<file path="config.mk">
export PLATFORM = sky130hd
export DESIGN_NAME = mem_arbiter
export DESIGN_NICKNAME = d
export VERILOG_FILES = /design/src/rtl/mem_arbiter.sv
export SDC_FILE = /design/constraint.sdc
export NUM_CORES = 1
export LEC_CHECK = 0
export CELL_PAD_IN_SITES_DETAIL_PLACEMENT = 1
export CELL_PAD_IN_SITES_GLOBAL_PLACEMENT = 1
export CORE_UTILIZATION = 24
export DETAILED_ROUTE_END_ITERATION = 8
export PLACE_DENSITY = 0.85
export SLEW_MARGIN = 20
export SYNTH_ARGS = -nofsm -noshare
export SYNTH_HDL_FRONTEND = slang
export SYNTH_SLANG_ARGS = --single-unit
</file>
<file path="constraint.sdc">
create_clock -name clk -period 2.8 [get_ports clk]
set_input_delay 0.56 -clock clk [delete_from_list [all_inputs] [get_ports clk]]
set_output_delay 0.56 -clock clk [all_outputs]
set_load 0.005 [all_outputs]
</file>
<file path="src/rtl/mem_arbiter.sv">
// Two-port (fetch/data) arbiter onto a single memory port with fair tie-break
// and a per-access timeout that aborts stalled accesses with an error flag.
module mem_arbiter #(
  parameter int ADDRESS_WIDTH = 32,
  parameter int DATA_WIDTH    = 32,
  parameter int TIMEOUT       = 16
) (
  input  logic                      clk,
  input  logic                      rst,
  input  logic                      if_req,
  input  logic [ADDRESS_WIDTH-1:0]  if_addr,
  output logic [DATA_WIDTH-1:0]     if_rdata,
  output logic                      if_valid,
  input  logic                      d_req,
  input  logic                      d_we,
  input  logic [ADDRESS_WIDTH-1:0]  d_addr,
  input  logic [DATA_WIDTH-1:0]     d_wdata,
  input  logic [DATA_WIDTH/8-1:0]   d_be,
  output logic [DATA_WIDTH-1:0]     d_rdata,
  output logic                      d_valid,
  output logic                      if_stall,
  output logic                      d_stall,
  output logic                      mem_req,
  output logic                      mem_we,
  output logic [ADDRESS_WIDTH-1:0]  mem_addr,
  output logic [DATA_WIDTH-1:0]     mem_wdata,
  output logic [DATA_WIDTH/8-1:0]   mem_be,
  input  logic [DATA_WIDTH-1:0]     mem_rdata,
  input  logic                      mem_ready,
  output logic                      err
);

  // state   | meaning
  // IDLE    | no access outstanding, arbitrate pending requests
  // IF_BUSY | fetch access outstanding on the memory port
  // D_BUSY  | load/store access outstanding on the memory port
  typedef enum logic [1:0] {IDLE, IF_BUSY, D_BUSY} state_t;

  localparam logic       FETCH    = 1'b0;
  localparam logic       DATA     = 1'b1;
  localparam logic [7:0] TMO_LAST = 8'(TIMEOUT - 1);

  state_t     state, state_nxt;
  logic       last_grant;
  logic [7:0] tmo_cnt;
  logic       grant_if, grant_d, done, timeout;

  always_ff @(posedge clk or posedge rst) begin
    if (rst) state <= IDLE;
    else     state <= state_nxt;
  end

  always_comb begin
    state_nxt = state;
    grant_if  = 1'b0;
    grant_d   = 1'b0;
    done      = 1'b0;
    timeout   = 1'b0;
    case (state)
      IDLE: begin
        // On contention, data wins unless it had the previous grant.
        if (d_req && (!if_req || last_grant == FETCH)) begin
          grant_d   = 1'b1;
          state_nxt = D_BUSY;
        end else if (if_req) begin
          grant_if  = 1'b1;
          state_nxt = IF_BUSY;
        end
      end
      IF_BUSY, D_BUSY: begin
        timeout = !mem_ready && (tmo_cnt == TMO_LAST);
        done    = mem_ready || timeout;
        if (done) state_nxt = IDLE;
      end
      default: state_nxt = IDLE;
    endcase
  end

  assign if_valid = (state == IF_BUSY) && done;
  assign d_valid  = (state == D_BUSY) && done;
  assign err      = timeout;
  assign if_rdata = (if_valid && mem_ready) ? mem_rdata : '0;
  assign d_rdata  = (d_valid && mem_ready) ? mem_rdata : '0;
  assign if_stall = if_req & ~if_valid;
  assign d_stall  = d_req & ~d_valid;

  always_ff @(posedge clk or posedge rst) begin
    if (rst) begin
      last_grant <= FETCH;
      tmo_cnt    <= '0;
      mem_req    <= 1'b0;
      mem_we     <= 1'b0;
      mem_addr   <= '0;
      mem_wdata  <= '0;
      mem_be     <= '0;
    end else if (grant_d) begin
      last_grant <= DATA;
      tmo_cnt    <= '0;
      mem_req    <= 1'b1;
      mem_we     <= d_we;
      mem_addr   <= d_addr;
      mem_wdata  <= d_wdata;
      mem_be     <= d_be;
    end else if (grant_if) begin
      last_grant <= FETCH;
      tmo_cnt    <= '0;
      mem_req    <= 1'b1;
      mem_we     <= 1'b0;
      mem_addr   <= if_addr;
      mem_wdata  <= '0;
      mem_be     <= '1;
    end else if (done) begin
      mem_req <= 1'b0;
    end else if (state != IDLE) begin
      tmo_cnt <= tmo_cnt + 8'd1;
    end
  end

endmodule

</file>
# Word level (Yosys, flattened, before mapping)
# Index checks and enable logic that the tools add are counted.
# Widths: inputs -> output; s select.
[word_totals]
regBits = 81
in_bits = 138
output_inout_bits = 139
word_cells = 67
[op_classes]
addsub = 1
n_eq_ne = 6
muxes = 29
bitwise = 5
n_reduce_logical = 18
[ops]
columns = ["op", "count"]
rows = [
  ["$mux 32", 6],
  ["$mux 8", 4],
  ["$mux 1", 13],
  ["$add 8x1->8 const B", 1],
  ["$eq 8x4->1 const B", 1],
  ["$mux 4", 2],
  ["$logic_and 1x1->1", 6],
  ["$mux 2", 3],
  ["$ne 3x3->1 const B", 2],
  ["$reduce_bool 3->1", 2],
  ["$pmux 2 s2", 1],
  ["$reduce_and 2->1", 2],
  ["$reduce_bool 2->1", 2],
  ["$not 1->1", 3],
  ["$and 1x1->1", 2],
  ["$eq 2x1->1 const B", 1],
  ["$eq 2x2->1 const B", 1],
  ["$logic_not 1->1", 2],
  ["$logic_not 2->1", 1],
  ["$logic_or 1x1->1", 2],
  ["$ne 2x2->1 const B", 1],
  ["$reduce_or 2->1", 1],
]

# Depth between registers and ports, before layout
# Gate-level depths: netlist of the first run.
[depth]
word_depth = 7
depth_mapped = 8
ltp_nobuf = 6

# Least setup slack after synthesis of the first run
# No wires, ideal clock.
[synth_path]
path_type = "reg2out"
startpoint = "reg tmo_cnt[4]"
endpoint = "out d_valid"
t_arrival_ns = 1.391
required_time_ns = 2.240
slack_ns = 0.849
stages_incl_launch_ff = 5
path_buffers = 0
path_cell_list = "dfrtp_1 > or4_4 > nor2_1 > o21a_1 > and2_1"
[synth_via]
elab_chain_cells = 5
[synth_lines]
columns = ["element", "line", "text"]
rows = [
  ["start, declared", "45", "logic [7:0] tmo_cnt;"],
  ["start signal, assigned", "115", "tmo_cnt <= tmo_cnt + 8'd1;"],
  ["$eq 8x4->1", "71", "timeout = !mem_ready && (tmo_cnt == TMO_LAST);"],
  ["$logic_and 1x1->1", "71", ""],
  ["$logic_or 1x1->1", "72", "done = mem_ready || timeout;"],
  ["$mux 1", "59", "case (state)"],
  ["$logic_and 1x1->1", "80", "assign d_valid = (state == D_BUSY) && done;"],
  ["end, declared", "20", "output logic d_valid,"],
]
# Every way passes these cells.

# Worst setup path in the final report of the first run
[layout_path]
startpoint = "reg tmo_cnt[5]"
endpoint = "out if_valid"
[layout_via]
elab_chain_cells = 5
[layout_lines]
columns = ["element", "line", "text"]
rows = [
  ["$eq 8x4->1", "71", ""],
  ["$logic_and 1x1->1", "71", ""],
  ["$logic_or 1x1->1", "72", ""],
  ["$mux 1", "59", ""],
  ["$logic_and 1x1->1", "79", "assign if_valid = (state == IF_BUSY) && done;"],
  ["end, declared", "13", "output logic if_valid,"],
]
# Every way passes these cells.

==> reports/metrics.yaml, run 1 <==
htreeDepth: 3
critPathMaxFanout: 5
cts_root_buf: "clkbuf_16"
max_freq_ghz: 0.365
cp_num_buf_inv: 1
wl_per_cell_um: 17.9
comb_power_share: 0.484
slowest_stage: "or4_4"
end_kind: "output pin"
gp_congestion: 0.887
grt_use_total: 0.194
top_layer: "met4"
vias: 4250
hold_viol: 0
crit_arrival_ns: 2.18
power_frac_seq: 0.315
critical-path-max-stage-delay_ns: 0.54
clockBufferDepth: 2
area_growth_pct: 88.6
r2r_setup_slack_ns: 0.78
drtIter0Drc: 147
ys.flop_type: "dfrtp_1"
yosys.cell_types.count: 36
grt_pass1_wl_um: 24400
ys.warnings.count: 0
hp-class: "flip-flop to flip-flop"
holdPathEnd: "mem_addr[9]"
cts.sinks: 81
post_drt_via_cell_ratio: 4.71
final_cells: 902
hpwlAfterDp_um: 12200
synth_area_um2: 3880
nFillCells: 1741
rr_worst_depth: 5
drive_above_1_share: 0.0685
cts_tree: "built"
finalPower_uw: 6160
tns_ns: 0
wl_met3_um: 1470
slew-limit-headroom: 0.341
switching_share: 0.349
wirelength_um: 16100
synth_edf_count: 0
rsz0062_at_grt: "yes"
peakVddDrop_mv: 0.403
grt_pass1_vias: 4583
ioPinCount: 277
setup_violations: 0
r2r_end: "mem_addr[27]"
synthTopCellsByArea: "dfrtp_1 52%, a22o_1 7.4%, and2_1 5.5%"
synth_seq_cells: 81
cts_inserted_buffers: 9
path_clk_slew_ns: 0.06
status: "finished clean"
fp.dieH_um: 129
drv_slew: 0
path_class: "flip-flop to output pin"
period_needed_ns: 2.74
drt-met1-wl_um: 5690
diodes: 0
insertion_delay_ns: 0.35
core_um2: 15800
switchingPower_uw: 2150
fp-row-count: 46
maxCapViolCount: 0
synth_top_cell_area_share: 0.522
start_kind: "flip-flop"
finalCritPeriodShare: 0.980
netlist_instances: 411
wl_met2_um: 8400
ant_nets: 0
power.density_nw_per_um2: 842
p_int_uw: 4020
hp-start: "mem_addr[9]"
path_delay_family: "simple AND/OR/NAND/NOR gates"
r2r-start: "state[0]"
grt_antenna_before_repair: 0
path_cells: "or4_4 > nor2_2 > o21a_2 > and2_1 > clkdlybuf4s50_1"
start_util: 0.245
avgSynthCellArea_um2: 9.45
hold_depth: 2
grt_start_max_net_pins: 68
p_leak_uw: 0.00314
ys_async_sr_fraction: 1.00
yosysSeqAreaShare: 0.522
drc: 0
tightest_slew_ns: 0.986
worstPathRequired_ns: 2.24
yosys.area.top_type: "dfrtp_1"
final_net_count: 823
synth_fp_nets: 553
overflow: 0
dp_cells: 883
clockPowerShare: 0.201
drt-pass1-iter-count: 4
io_buffers: 276
ctsHoldBuffers: 0
layout_common_cells: "274 x clkdlybuf4s50_1, 81 x dfrtp_1, 42 x nand2_1, 36 x o21ai_1, 35 x a21oi_1"
die_area_um2: 16700
fin_worst_skew_ns: 0.00620
die_w_um: 129
final_common_cell: "clkdlybuf4s50_1"
cells by family (layout without fill, tap and decap cells):
logic type                 count (synthesis)  in the layout  share of synthesized area
AOI/OAI and AO/OA                        124            124                      0.210
adders and majority gates                  4              4                     0.0129
buffers and inverters                     40            315                     0.0432
DFF                                       81             81                      0.522
muxes                                      1              1                    0.00290
and+or+nand+nor                          161            161                      0.209
cell usage after synthesis (all sizes together) (2+ instances only):
master and n:
and2 34, o21ai 39, nand3 10, buf 13, nor2 34, ha 4, nand2 42, inv 7
nand4 2, a21oi 37, o211ai 4, and3 33, clkbuf 20, dfrtp 81, o31ai 3, a22o 33
registers in the layout (all words and copies together) (netlist names):
name and cells:
state 2, mem_wdata 32, tmo_cnt 8, last_grant 1, mem_req 1, mem_we 1, mem_addr 32, mem_be 4
power groups by stage:
| stage | Sequential [µW] | Clock, µW | Combinational, µW |
|---|---|---|---|
| 5_1_grt | 2000 | 1340 | 3250 |
| 2_1_floorplan | 1950 | 0 | 1210 |
| 6_report | 1940 | 1240 | 2990 |
| 3_5_place_dp | 1960 | 0 | 2960 |
| 3_3_place_gp | 1920 | 0 | 2860 |
| 4_1_cts | 1940 | 1270 | 3000 |
how the worst max path moves through the flow:
stage | from | to | slack, ns | cells after the start
3_3_place_gp | mem_ready | d_stall | 0.02 | 5
4_1_cts | state[1] | if_rdata[12] | 0.005 | 6
3_5_place_dp | mem_ready | if_stall | -0.02 | 5
2_1_floorplan | rst | last_grant | 0.16 | 1
5_1_grt | tmo_cnt[5] | if_valid | -0.01 | 5
6_report | tmo_cnt[5] | if_valid | 0.06 | 5
tightest hold or removal path: stages (launching register included):
cell	delay [ns]
dfrtp_1	0.34
nand2_1	0.05
o21ai_1	0.06
timing repair:
item / CTS / global route
pin swaps: 2 / 1
buffers inserted: 3 / 0
endpoints found under the setup margin: 16 / 35
gates resized for setup: 4 / 7
stage by stage:
stage,hold slack (ns),utilization,setup WS (ns),area [µm²]
CTS,0.488,0.461,0.00496,7290
global placement,0.467,0.439,0.0193,6950
global route,0.486,0.463,-0.0137,7320
floorplan,0.478,-,0.160,3880
detailed placement,0.474,0.439,-0.0224,6950
finish,0.483,0.463,0.0566,7320
layer usage:
layer,vias to the layer above,global-route usage
met1,2046,0.186
met3,29,0.0710
met2,196,0.368
met4,0,0.0844
li1,1979,-
met5,-,0
layout make-up:
type,instances,area (µm²),share of cell area
inverter,7,27.5,0.00376
clock inverter,6,73.8,0.0101
tap,216,270,0.0369
sequential,81,2030,0.277
clock buffer,10,239,0.0326
multi-input combinational,290,1750,0.239
timing repair buffer,292,2930,0.401
(Power assumes the default switching activity.)
==> inputs of run 2 (changes only) <==
Settings changed: REMOVE_ABC_BUFFERS from default to 1.
==> run 2 against run 1 <==
Effect of this change: clock skew up 0.0024 ns; sequential power about the same; clock power up 3%; sequential share of layout area down 0.099 points; final area up 0.36%; core utilization up 0.17 points; hold slack better by 0.011 ns; largest cell class unchanged; largest power group unchanged; highest routed layer unchanged.
==> reports/metrics.yaml, run 2 (synthesis gave the netlist of run 1 again) <==
status: "finished clean"
dp_slack_ns: 0.0621
grt_pass1_wl_um: 25100
nFillCells: 1734
wirelength_um: 16700
ant_nets: 0
tightest_slew_ns: 0.949
slowest_stage: "or4_4"
peakVddDrop_mv: 0.358
area_growth_pct: 89.3
maxCapViolCount: 0
setup_violations: 0
use_met2: 0.381
grt_most_used_layer: "met2"
drive_above_1_share: 0.0613
cts_tree: "built"
path_class: "flip-flop to output pin"
core_um2: 15800
ioPinCount: 277
slew-limit-headroom: 0.366
drc: 0
critPathMaxFanout: 5
fin_worst_skew_ns: 0.00861
ctsHoldBuffers: 0
drtIter0Drc: 128
grt_start_max_net_pins: 79
clockBufferDepth: 2
final_common_cell: "clkdlybuf4s50_1"
overflow: 0
final_util: 0.464
reg_top3: "mem_addr x32, mem_wdata x32, tmo_cnt x8"
fp-row-count: 46
path_clk_slew_ns: 0.06
layout_common_cells: "275 x clkdlybuf4s50_1, 81 x dfrtp_1, 42 x nand2_1, 36 x o21ai_1, 35 x a21oi_1"
cts_root_buf: "clkbuf_16"
fp.dieH_um: 129
use_met3: 0.0541
crit_arrival_ns: 2.18
worstPathRequired_ns: 2.24
hpwlAfterDp_um: 12600
htreeDepth: 3
hold_viol: 0
wl_per_cell_um: 18.5
vias: 4261
grt_antenna_before_repair: 1
gp_congestion: 0.725
rsz0062_at_grt: "yes"
path_cells: "or4_4 > nor2_4 > o21a_4 > and2_1 > clkdlybuf4s50_1"
power.density_nw_per_um2: 848
cts_inserted_buffers: 9
die_w_um: 129
start_kind: "flip-flop"
end_kind: "output pin"
post_drt_via_cell_ratio: 4.72
drt-pass1-iter-count: 4
final_net_count: 822
grt_use_total: 0.199
insertion_delay_ns: 0.33
io_buffers: 276
p_leak_uw: 0.00315
grt_use_met1: 0.200
grt_pass1_vias: 4575
start_util: 0.245
period_needed_ns: 2.74
cts.sinks: 81
max_freq_ghz: 0.366
critical-path-max-stage-delay_ns: 0.56
drv_slew: 0
worst_slack_ns: 0.0643
die_area_um2: 16700
hp-class: "flip-flop to flip-flop"
finalCritPeriodShare: 0.977
==> run 2: final timing paths <==
kind	startpoint	endpoint	slack [ns]	cells past startpoint
worst max-delay path	tmo_cnt[4]	if_valid	0.06	5
worst min-delay path	mem_addr[6]	mem_addr[6]	0.49	2
worst max register to register	state[0]	mem_addr[1]	0.75	5
worst min register to register	mem_addr[6]	mem_addr[6]	0.49	2
max in group asynchronous	rst	mem_addr[9]	1.58	3
min in group asynchronous	rst	state[0]	0.60	2
==> run 2: worst max-delay path: cells and delay by family (launching register included) <==
kind / cells / cell delay (ns)
flip-flops: 1 / 0.38
AO/OA/AOI/OAI: 1 / 0.16
buffers and inverters: 1 / 0.50
AND/OR/NAND/NOR: 3 / 0.80
==> run 2: per-layer routing <==
layer / vias to the layer above / part of all wire
met3: 22 / 0.087
met2: 204 / 0.53
met4: 0 / 0.026
met1: 2062 / 0.36
li1: 1973 / -
met5: - / 0
==> run 2: cell type report <==
type                            count  area, µm²  area share
Antenna cell                        1       2.50    0.000340
Clock buffer                       12        246      0.0335
Tap cell                          216        270      0.0368
Multi-Input combinational cell    290       1750       0.239
Inverter                            7       27.5     0.00374
Sequential cell                    81       2030       0.276
Clock inverter                      4       73.8      0.0100
Timing Repair Buffer              291       2950       0.401
==> run 2: timing repair <==
action | in CTS | in global routing
setup buffers | 2 | 0
gates resized for setup | 3 | 7
cloned | 0 | 1
endpoints found under the setup margin | 5 | 11
pin swaps | 2 | 1
==> run 2: report_power, final <==
| group | internal [µW] | switching (µW) |
|---|---|---|
| combinational | 1650 | 1340 |
| clock | 808 | 474 |
| sequential | 1650 | 312 |
==> run 2: through the flow <==
| stage | power, µW | TNS (ns) | cells | hold slack (ns) | area (µm²) |
|---|---|---|---|---|---|
| finish | 6240 | 0 | 902 | 0.494 | 7350 |
| global route | 6650 | -0.00794 | 902 | 0.522 | 7350 |
| CTS | 6310 | 0 | 900 | 0.499 | 7300 |
| detailed placement | 4950 | 0 | 882 | 0.484 | 6950 |
| global placement | 4780 | 0 | 882 | 0.469 | 6950 |
| floorplan | 3100 | -63.40 | 378 | 0.478 | 3740 |
==> inputs of run 3 (changes only) <==
Settings changed: CTS_CLUSTER_DIAMETER from default to 50.
==> results of run 3 <==
No change in the layout: final DEF, timing and power equal those of run 2.
